**config.mk**
```make
export PLATFORM = sky130hd
export DESIGN_NAME = alu_multicycle
export DESIGN_NICKNAME = d
export VERILOG_FILES = /design/src/rtl/alu_pkg.sv /design/src/rtl/alu_slice.sv /design/src/rtl/alu_multicycle.sv
export SDC_FILE = /design/constraint.sdc
export NUM_CORES = 1
export LEC_CHECK = 0
export BUFFER_PORTS_ARGS = -buffer_cell sky130_fd_sc_hd__clkbuf_2
export CAP_MARGIN = 10
export CORE_MARGIN = 10
export CORE_UTILIZATION = 51
export DETAILED_ROUTE_END_ITERATION = 12
export GPL_TIMING_DRIVEN = 1
export PLACE_DENSITY = 0.77
export SLEW_MARGIN = 20
export SYNTH_ARGS = -nofsm -noshare
export SYNTH_HDL_FRONTEND = slang
export SYNTH_HIERARCHICAL = 1
export SYNTH_SLANG_ARGS = --single-unit
```
**constraint.sdc**
```tcl
create_clock -name clk -period 6.5 [get_ports clk]
set_clock_uncertainty 0.05 [all_clocks]
set_input_delay 0.65 -clock clk [delete_from_list [all_inputs] [get_ports clk]]
set_output_delay 0.65 -clock clk [all_outputs]
set_load 0.005 [all_outputs]
```
**src/rtl/alu_pkg.sv**
```systemverilog
// alu_pkg: types and defaults shared by the multicycle ALU and its slice.
//   alu_op_e    : cntrl encoding (001 and 111 are undefined and yield zero)
//   alu_state_e : sequencer states
//   SLICE_W_DEF / NUM_SLICES_DEF : default slice geometry (16 x 4 = 64 bits)
package alu_pkg;

    localparam int SLICE_W_DEF    = 16;
    localparam int NUM_SLICES_DEF = 4;

    typedef enum logic [2:0] {
        ALU_PASS_B   = 3'b000,
        ALU_ADD      = 3'b010,
        ALU_SUBTRACT = 3'b011,
        ALU_AND      = 3'b100,
        ALU_OR       = 3'b101,
        ALU_XOR      = 3'b110
    } alu_op_e;

    typedef enum logic [1:0] {
        IDLE = 2'd0,
        EXEC = 2'd1,
        DONE = 2'd2
    } alu_state_e;

endpackage

```
**src/rtl/alu_slice.sv**
```systemverilog
// alu_slice: combinational datapath for one SLICE_W-bit slice of the ALU.
//   i_op        : cntrl code latched for the operation
//   i_a, i_b    : operand slices
//   i_carry     : carry into bit 0 of this slice
//   o_res       : slice result
//   o_carry     : carry out of the slice MSB
//   o_msb_carry : carry into the slice MSB (overflow = o_carry ^ o_msb_carry)
module alu_slice
    import alu_pkg::*;
#(
    parameter int SLICE_W = SLICE_W_DEF
) (
    input  logic [2:0]         i_op,
    input  logic [SLICE_W-1:0] i_a,
    input  logic [SLICE_W-1:0] i_b,
    input  logic               i_carry,
    output logic [SLICE_W-1:0] o_res,
    output logic               o_carry,
    output logic               o_msb_carry
);

    logic [SLICE_W-1:0] w_b_eff;
    logic [SLICE_W:0]   w_sum;

    always_comb begin
        // Subtraction is A + ~B + 1; the +1 enters as the slice-0 carry.
        w_b_eff     = (i_op == ALU_SUBTRACT) ? ~i_b : i_b;
        w_sum       = {1'b0, i_a} + {1'b0, w_b_eff} + {{SLICE_W{1'b0}}, i_carry};
        o_carry     = w_sum[SLICE_W];
        // Sum bit = a ^ b ^ cin, so cin of the MSB is recovered by XOR-ing back.
        o_msb_carry = w_sum[SLICE_W-1] ^ i_a[SLICE_W-1] ^ w_b_eff[SLICE_W-1];

        case (i_op)
            ALU_PASS_B:   o_res = i_b;
            ALU_ADD:      o_res = w_sum[SLICE_W-1:0];
            ALU_SUBTRACT: o_res = w_sum[SLICE_W-1:0];
            ALU_AND:      o_res = i_a & i_b;
            ALU_OR:       o_res = i_a | i_b;
            ALU_XOR:      o_res = i_a ^ i_b;
            default:      o_res = '0;
        endcase
    end

endmodule

```
**src/rtl/alu_multicycle.sv**
```systemverilog
// alu_multicycle: 64-bit ALU that processes one SLICE_W slice per cycle.
//   clk, reset             : clock, asynchronous active-high reset
//   in_valid / in_ready    : request handshake; transfer when both are 1 at a rising edge
//   A, B, cntrl, set_flags : operands, operation, flag-register update enable
//   out_valid / out_ready  : result handshake; result held while out_valid=1 and out_ready=0
//   result, negative, zero, overflow, carry_out : result and per-op flags
//   flag_n, flag_z, flag_v, flag_c              : registered NZVC flags
//   o_dbg_state            : current sequencer state (alu_state_e encoding)
module alu_multicycle
    import alu_pkg::*;
#(
    parameter int SLICE_W    = SLICE_W_DEF,
    parameter int NUM_SLICES = NUM_SLICES_DEF
) (
    input  logic                          clk,
    input  logic                          reset,
    input  logic                          in_valid,
    output logic                          in_ready,
    input  logic [SLICE_W*NUM_SLICES-1:0] A,
    input  logic [SLICE_W*NUM_SLICES-1:0] B,
    input  logic [2:0]                    cntrl,
    input  logic                          set_flags,
    output logic                          out_valid,
    input  logic                          out_ready,
    output logic [SLICE_W*NUM_SLICES-1:0] result,
    output logic                          negative,
    output logic                          zero,
    output logic                          overflow,
    output logic                          carry_out,
    output logic                          flag_n,
    output logic                          flag_z,
    output logic                          flag_v,
    output logic                          flag_c,
    output logic [1:0]                    o_dbg_state
);

    localparam int DATA_W = SLICE_W * NUM_SLICES;
    localparam int CNT_W  = (NUM_SLICES > 1) ? $clog2(NUM_SLICES) : 1;

    alu_state_e         r_state, w_next_state;
    logic [DATA_W-1:0]  r_a, r_b, r_result;
    logic [2:0]         r_op;
    logic               r_set_flags;
    logic [CNT_W-1:0]   r_cnt;
    logic               r_carry;
    logic               r_neg, r_zero, r_ovf, r_cout;
    logic               r_fn, r_fz, r_fv, r_fc;

    logic [SLICE_W-1:0] w_a_slice, w_b_slice, w_res_slice;
    logic [DATA_W-1:0]  w_result_next;
    logic               w_carry, w_msb_carry, w_last, w_arith;

    // Operand slice select and result merge for the slice addressed by r_cnt.
    always_comb begin
        w_a_slice     = '0;
        w_b_slice     = '0;
        w_result_next = r_result;
        for (int k = 0; k < NUM_SLICES; k++) begin
            if (r_cnt == CNT_W'(k)) begin
                w_a_slice = r_a[k*SLICE_W +: SLICE_W];
                w_b_slice = r_b[k*SLICE_W +: SLICE_W];
                w_result_next[k*SLICE_W +: SLICE_W] = w_res_slice;
            end
        end
    end

    alu_slice #(.SLICE_W(SLICE_W)) u_slice (
        .i_op        (r_op),
        .i_a         (w_a_slice),
        .i_b         (w_b_slice),
        .i_carry     (r_carry),
        .o_res       (w_res_slice),
        .o_carry     (w_carry),
        .o_msb_carry (w_msb_carry)
    );

    assign w_last  = (r_cnt == CNT_W'(NUM_SLICES - 1));
    assign w_arith = (r_op == ALU_ADD) || (r_op == ALU_SUBTRACT);

    // Sequencer: state register
    always_ff @(posedge clk or posedge reset) begin
        if (reset) r_state <= IDLE;
        else       r_state <= w_next_state;
    end

    // Sequencer: next state and handshake outputs
    always_comb begin
        w_next_state = r_state;
        in_ready     = 1'b0;
        out_valid    = 1'b0;
        case (r_state)
            IDLE: begin
                in_ready = 1'b1;
                if (in_valid) w_next_state = EXEC;
            end
            EXEC: begin
                if (w_last) w_next_state = DONE;
            end
            DONE: begin
                out_valid = 1'b1;
                if (out_ready) w_next_state = IDLE;
            end
            default: w_next_state = IDLE;
        endcase
    end

    // Operand latch, slice counter, result and flag registers
    always_ff @(posedge clk or posedge reset) begin
        if (reset) begin
            r_a         <= '0;
            r_b         <= '0;
            r_op        <= '0;
            r_set_flags <= 1'b0;
            r_cnt       <= '0;
            r_carry     <= 1'b0;
            r_result    <= '0;
            r_neg       <= 1'b0;
            r_zero      <= 1'b0;
            r_ovf       <= 1'b0;
            r_cout      <= 1'b0;
            r_fn        <= 1'b0;
            r_fz        <= 1'b0;
            r_fv        <= 1'b0;
            r_fc        <= 1'b0;
        end else begin
            case (r_state)
                IDLE: begin
                    if (in_valid) begin
                        r_a         <= A;
                        r_b         <= B;
                        r_op        <= cntrl;
                        r_set_flags <= set_flags;
                        r_cnt       <= '0;
                        r_carry     <= (cntrl == ALU_SUBTRACT);
                    end
                end
                EXEC: begin
                    r_result <= w_result_next;
                    r_carry  <= w_carry;
                    r_cnt    <= r_cnt + 1'b1;
                    // Final slice: flags are derived from the fully merged result.
                    if (w_last) begin
                        r_neg  <= w_result_next[DATA_W-1];
                        r_zero <= ~|w_result_next;
                        r_ovf  <= w_arith & (w_carry ^ w_msb_carry);
                        r_cout <= w_arith & w_carry;
                        if (r_set_flags) begin
                            r_fn <= w_result_next[DATA_W-1];
                            r_fz <= ~|w_result_next;
                            r_fv <= w_arith & (w_carry ^ w_msb_carry);
                            r_fc <= w_arith & w_carry;
                        end
                    end
                end
                default: ;
            endcase
        end
    end

    assign result      = r_result;
    assign negative    = r_neg;
    assign zero        = r_zero;
    assign overflow    = r_ovf;
    assign carry_out   = r_cout;
    assign flag_n      = r_fn;
    assign flag_z      = r_fz;
    assign flag_v      = r_fv;
    assign flag_c      = r_fc;
    assign o_dbg_state = r_state;

endmodule

```
==> impl_metrics.py, run 1 <==
metrics = {
    "setup_path": {
        "reg2reg_depth": 20,
        "path_cells": "inv_1, ha_2, buf_4, nand2_1, a21oi_1, a21oi_1, o21ai_0, xnor2_1, ha_1, a21oi_4, a21boi_1, a21o_1, a311o_1, xnor2_1, o21ai_0, nor4_1, mux2i_1, nor4_2, nand4_1, o31ai_1",
        "reg2reg_slack_ps": 660,
        "startpoint": "r_cnt[1]",
        "cp_data_arrival_time_ps": 6190,
        "critPathLaunchType": "flip-flop",
        "path_max_fanout": 28,
        "cp-endpoint": "zero",
        "cpMaxStageDelayCell": "o21ai_0",
        "timing.rr.start": "r_cnt[1]",
        "crit_required_ps": 6860,
        "crit_path_end_kind": "flip-flop",
        "crit_type": "reg2reg",
        "timing.rr.end": "zero",
        "max_stage_delay_ps": 650,
    },
    "routing": {
        "dr.pass1.iters": 7,
        "route.detailed.drc": 0,
        "drt_iter0_markers": 1011,
        "wire_per_inst_um": 18.91,
        "vias": 10250,
        "vias_per_cell": 5.608,
        "totalWireLength_um": 34580,
        "ant_nets": 0,
    },
    "die": {
        "die_h_um": 170.9,
        "start_util": 0.5158,
        "io_pins": 212,
        "rows": 55,
        "die_w_um": 170.9,
        "die_area_um2": 29190,
        "core_um2": 22500,
    },
    "logic_synthesis": {
        "synth_nets": 1539,
        "synth_top_family_by_area": "simple AND/OR/NAND/NOR gates",
        "ys.flop_type": "dfrtp_1",
        "synth_mux_area_frac": 0.08042,
        "ys_async_sr_fraction": 1.000,
        "ys_warn_count": 6,
        "yosys.area_share.xor_xnor": 0.02178,
        "synth-simple-area-share": 0.2329,
        "yosys.area_share.adder": 0.05843,
        "ys_seq_elements": 209,
        "synth_edf_count": 0,
        "syn_area_per_cell_um2": 8.597,
        "synth-compound-area-share": 0.1115,
        "yosysSeqAreaShare": 0.4506,
        "netlist_area_um2": 11610,
        "syn_inst": 1350,
        "synthDistinctLibCells": 66,
    },
    "grt": {
        "grt_usage": 0.2333,
        "grt_pass1_vias": 10480,
        "antenna_found_initial": 0,
        "grt_pass1_wl_um": 55210,
        "grt_max_degree": 139,
        "grt_remaining_overflow": 0,
    },
    "clock_tree": {
        "cts_buffer_depth": 3,
        "cts_resized": 0,
        "postCtsSetupBuffers": 0,
        "cts_made_buffers": 22,
        "clock_sinks": 209,
        "clk-insertion-delay-late_ps": 520,
        "htree_levels": 1,
        "clock-root-buffer": "clkbuf_16",
        "cts_tree": "yes",
        "clkTransAtPathRegs_ps": 70,
        "holdBufCountCts": 0,
    },
    "final_layout": {
        "nets": 1716,
        "multi_input_area_um2": 5878,
        "register_area_um2": 5230,
        "diodes": 0,
        "drive_gt1_frac": 0.2223,
        "fin_util": 0.6058,
        "fill_cells": 1936,
        "areaGrowthSynthToFinish_pct": 17.45,
        "final_area_um2": 13630,
        "finalNonFillerCells": 1828,
    },
    "worst_hold_path": {
        "hp-class": "in2reg",
    },
    "sta": {
        "final_max_slew_viol_count": 0,
        "tightest_slew_ps": 1276,
        "fin_crit_sh": 0.8978,
        "rsz0062_at_grt": "false",
        "clock.fmax_ghz": 0.1714,
        "max_slew_margin": 0.1404,
        "tns_ps": 0,
        "finalHoldWorstSlack_ps": 263.4,
        "period_minus_slack_ps": 5836,
        "setup_ws_ps": 664.2,
        "hold_viol": 0,
        "setup_viol": 0,
    },
    "power": {
        "seqPwrFrac": 0.263,
        "cell_internal_pwr_mw": 4.564,
        "power_mw": 8.679,
        "pwr_density_cell_nw_per_um2": 636.6,
        "p_comb_frac": 0.585,
        "p_sw_frac": 0.4741,
        "leakagePower_nw": 6.938,
        "switching_power_mw": 4.115,
        "clockPowerShare": 0.152,
        "ir_drop_v": 0.0002325,
    },
    "place": {
        "place_congestion": 0.9268,
        "placed_area_um2": 12860,
        "numPortBuffers": 211,
        "dp.cells": 1788,
        "place_ws_ps": 888.1,
        "post-dp-hpwl_um": 25250,
    },
    "status": {
        "status": "finished, final reports clean",
    },
    "run": {
        "drv_cap": 0,
    },
}
==> kinds of logic (layout without fill, tap and decap cells) <==
logic type | count (synthesis) | after routing
adder cells (fa/ha/maj) | 53 | 53
XOR/XNOR | 28 | 28
multiplexers | 85 | 85
AO/OA/AOI/OAI | 217 | 217
buffers and inverters | 120 | 313
flip-flops | 209 | 209
AND/OR/NAND/NOR | 638 | 638
==> per-layer routing <==
metal  up-vias  track usage  wire length, um
li1       4838            -                -
met1      4851       0.3161            15020
met2       474       0.3685            15440
met3        89      0.05000             3145
met4         0      0.06843              978
met5         -            0                0
==> state kept, by name, indices dropped and copies added, names as in the netlist <==
name and count:
r_b 64, r_a 64, overflow 1, flag_n 1, result 64, flag_v 1
flag_z 1, r_op 3, r_carry 1, o_dbg_state 2, r_cnt 2, carry_out 1
negative 1, r_set_flags 1, zero 1, flag_c 1
==> cell usage after synthesis (2+ instances only) <==
cell type  count  area share
nand2_1      496        0.16
dfrtp_1      209        0.45
a21oi_1       95       0.041
mux2_2        53       0.051
clkbuf_1      51       0.016
ha_1          51       0.055
o21ai_0       51       0.022
nor2_1        41       0.013
inv_1         40       0.013
nand3b_1      31       0.020
xnor2_1       23       0.017
mux2i_1       19       0.016
mux2_1        13       0.013
o21ai_1       13      0.0056
buf_1         12      0.0039
nor3_1        12      0.0052
nor4_1        11      0.0059
buf_2         10      0.0043
nand2b_1      10      0.0054
nand3_1        9      0.0039
o22a_1         7      0.0053
a22oi_1        6      0.0039
nor2b_1        6      0.0032
nand4_1        4      0.0022
o211ai_1       4      0.0026
o21a_1         4      0.0026
o22ai_1        4      0.0022
o31ai_1        4      0.0026
xor2_1         4      0.0030
a31oi_1        3      0.0016
clkbuf_8       3      0.0036
nor3b_1        3      0.0019
o221ai_1       3      0.0023
a211oi_1       2      0.0013
a21o_1         2      0.0013
a21oi_4        2      0.0028
a221oi_1       2      0.0015
and2_1         2      0.0011
buf_4          2      0.0013
buf_6          2      0.0019
fa_1           2      0.0034
nand2_4        2      0.0019
nor4b_1        2      0.0015
o41ai_1        2      0.0015
or3_1          2      0.0011
==> cells in the final DEF, fill, tap and decap left out, types with 7 or more instances in the layout <==
| cell type | synthesis | routed |
|---|---|---|
| nand2_1 | 496 | 495 |
| clkbuf_2 | 0 | 211 |
| dfrtp_1 | 209 | 209 |
| a21oi_1 | 95 | 95 |
| mux2_2 | 53 | 53 |
| o21ai_0 | 51 | 51 |
| ha_1 | 51 | 48 |
| nor2_1 | 41 | 41 |
| inv_1 | 40 | 39 |
| nand3b_1 | 31 | 31 |
| xnor2_1 | 23 | 23 |
| clkbuf_16 | 0 | 22 |
| buf_4 | 2 | 21 |
| mux2i_1 | 19 | 19 |
| o21ai_1 | 13 | 13 |
| mux2_1 | 13 | 13 |
| nor3_1 | 12 | 12 |
| nor4_1 | 11 | 11 |
| nand2b_1 | 10 | 10 |
| nand3_1 | 9 | 9 |
| clkbuf_8 | 3 | 7 |
| o22a_1 | 7 | 7 |
==> worst min path at each step <==
stage / from / to / slack (ps) / cells past startpoint
CTS: out_ready / o_dbg_state[1] / 250 / 2
global route: B[40] / r_b[40] / 260 / 3
global placement: r_a[50] / r_a[50] / 410 / 2
floorplan: r_op[0] / r_op[0] / 390 / 2
detailed placement: r_a[53] / r_a[53] / 410 / 2
finish: out_ready / o_dbg_state[1] / 260 / 2
==> critical path: cells and delay by family, from the launching register on <==
family          cells  cell delay (ps)
flops               1              410
fa+ha+maj           2              900
simple gates        4             1020
compound gates      9             2410
xor+xnor            2              310
mux                 1              150
buf+inv             2              470
==> layout make-up <==
cell class / count / area share
Timing Repair Buffer: 233 / 0.09050
Tap cell: 285 / 0.02616
Inverter: 40 / 0.01156
Multi-Input combinational cell: 1021 / 0.4312
Clock buffer: 30 / 0.04773
Sequential cell: 209 / 0.3837
Clock inverter: 10 / 0.009179
==> power by group through the flow <==
stage          registers, mW  logic (mW)  clock network, mW
2_1_floorplan           2.17        3.55                  0
4_1_cts                 2.27        5.03               1.33
5_1_grt                 2.34        5.62               1.38
3_5_place_dp            2.29        4.97                  0
6_report                2.28        5.08               1.32
3_3_place_gp            2.28        4.86                  0
Note: power is estimated with default switching activity, not from simulation.
==> run 2, diff against run 1 <==
Settings changed: CORE_UTILIZATION 51 to 57, PLACE_DENSITY 0.77 to 0.81, SYNTH_HIERARCHICAL 1 to default.
Clock period 6.5 ns to 6.29 ns, I/O delays scaled along.
==> impl_metrics.py, run 2 <==
metrics = {
    "sta": {
        "fin_crit_sh": 0.9193,
        "rsz0062_at_grt": "false",
        "period_minus_slack_ps": 5783,
        "final_max_slew_viol_count": 0,
        "hold_viol": 0,
        "setup_ws_ps": 507.3,
        "tightest_slew_ps": 1027,
        "max_slew_margin": 0.3095,
        "tns_ps": 0,
        "clock.fmax_ghz": 0.1729,
        "setup_viol": 0,
    },
    "clock_tree": {
        "clock-root-buffer": "clkbuf_16",
        "clk-insertion-delay-late_ps": 520,
        "clock_sinks": 209,
        "cts_made_buffers": 22,
        "htree_levels": 1,
        "cts_buffer_depth": 3,
        "cts_resized": 0,
        "cts_tree": "yes",
        "clkTransAtPathRegs_ps": 70,
        "holdBufCountCts": 1,
        "postCtsSetupBuffers": 0,
    },
    "grt": {
        "grt_remaining_overflow": 0,
        "grt_pass1_wl_um": 57590,
        "grt_pass1_vias": 10620,
        "grt_usage": 0.2680,
        "antenna_found_initial": 1,
        "grt_max_degree": 204,
    },
    "logic_synthesis": {
        "yosysSeqAreaShare": 0.4469,
        "synth_edf_count": 0,
        "syn_inst": 1386,
        "ys_seq_elements": 209,
        "yosys.area.top_type": "dfrtp_1",
        "synth_most_common_cell": "nand2_1",
        "syn_area_per_cell_um2": 8.444,
        "synth.cells.most_frequent": "nand2_1, dfrtp_1, o21ai_0",
        "ys_warn_count": 0,
        "synth_nets": 1575,
        "synth.area.top_cells": "dfrtp_1, nand2_1, ha_1, o21ai_0, clkbuf_1",
        "ys.flop_type": "dfrtp_1",
        "yosysTopAreaCellShare": 0.4469,
        "synthDistinctLibCells": 86,
        "netlist_area_um2": 11700,
        "ys_async_sr_fraction": 1.000,
    },
    "routing": {
        "ant_nets": 0,
        "totalWireLength_um": 36540,
        "route.detailed.drc": 0,
        "wire_per_inst_um": 19.90,
        "drt_iter0_markers": 1034,
        "vias": 10740,
        "vias_per_cell": 5.849,
        "dr.pass1.iters": 6,
    },
    "worst_hold_path": {
        "whs_endpoint": "o_dbg_state[1]",
        "holdPathStages": 2,
        "min-delay-start": "out_ready",
        "hp-class": "in2reg",
    },
    "final_layout": {
        "areaGrowthSynthToFinish_pct": 16.81,
        "nets": 1741,
        "layout_commonest_cell": "nand2_1",
        "drive_gt1_frac": 0.1941,
        "mostFrequentLayoutCells": "nand2_1, clkbuf_2, dfrtp_1",
        "diodes": 0,
    },
    "run": {
        "drv_cap": 0,
    },
    "die": {
        "io_pins": 212,
        "die_w_um": 163.3,
        "die_area_um2": 26660,
        "start_util": 0.5784,
        "core_um2": 20230,
        "die_h_um": 163.3,
        "rows": 52,
    },
    "setup_path": {
        "crit_required_ps": 6670,
        "crit_path_end_kind": "flip-flop",
        "reg2reg_depth": 17,
        "path_max_fanout": 18,
        "cp_data_arrival_time_ps": 6160,
        "crit_type": "reg2reg",
        "reg2reg_slack_ps": 510,
        "timing.rr.end": "flag_z",
        "critPathLaunchType": "flip-flop",
        "timing.rr.start": "r_cnt[0]",
        "startpoint": "r_cnt[0]",
    },
    "place": {
        "numPortBuffers": 211,
        "place_congestion": 0.9548,
        "post-dp-hpwl_um": 26870,
        "place_ws_ps": 759.7,
    },
    "status": {
        "status": "finished, final reports clean",
    },
}
## run 2: area by class of cell
cell class	instances	area (um2)
clock inverter	10	192.7
inverter	47	180.2
fill	1652	6564
tap	270	337.8
sequential	209	5230
timing repair buffer	227	1211
multi-input combinational	1045	5906
clock buffer	28	613.1
## run 2: how the worst max path moves through the flow
stage	end	slack, ps	cells past startpoint
4_1_cts	flag_z	640	17
3_5_place_dp	flag_z	760	17
6_report	flag_z	510	17
3_3_place_gp	zero	940	19
2_1_floorplan	zero	1560	22
5_1_grt	flag_z	240	17
## run 2: stage by stage
stage | hold slack, ps | util | area [um2] | cells
finish | 238.7 | 0.6756 | 13670 | 1836
global route | 252.7 | 0.6756 | 13670 | 1836
CTS | 235.2 | 0.6741 | 13640 | 1835
detailed placement | 411.0 | 0.6338 | 12820 | 1796
global placement | 403.4 | 0.6338 | 12820 | 1796
floorplan | 386.9 | - | 11710 | 1386
## run 2: critical path: stages (launching register included)
cell and delay (ps):
dfrtp_1 430, inv_1 100, ha_1 570, nor2_4 190
a311oi_1 710, inv_1 210, xnor2_1 200, fa_1 430
fa_1 450, nand2b_1 200, a211o_1 380, a21o_1 220
o2111a_1 300, a211oi_4 410, nor2_1 100, nor4_1 370
nand4_1 190, o21ai_1 160
## run 2: per-layer routing
layer	global-route usage	up-vias	share of wire
li1	-	5019	-
met1	0.3641	5093	0.42
met2	0.4149	534	0.45
met3	0.04933	90	0.088
met4	0.1094	2	0.041
met5	0	-	0.00019
## run 2: cells by family (layout without fill, tap and decap cells)
family          count (synthesis)  in the layout  share of synthesized area
buf+inv                       132            312                    0.05003
xor+xnor                       22             22                    0.01646
flops                         209            209                     0.4469
compound gates                292            292                     0.1768
mux                            16             16                    0.01379
fa+ha+maj                      53             53                    0.05794
simple gates                  662            662                     0.2381
Power of run 2 is left out: the tool's default activity adds up to more than one toggle a clock period on the data nets, which glitch-free logic cannot reach.
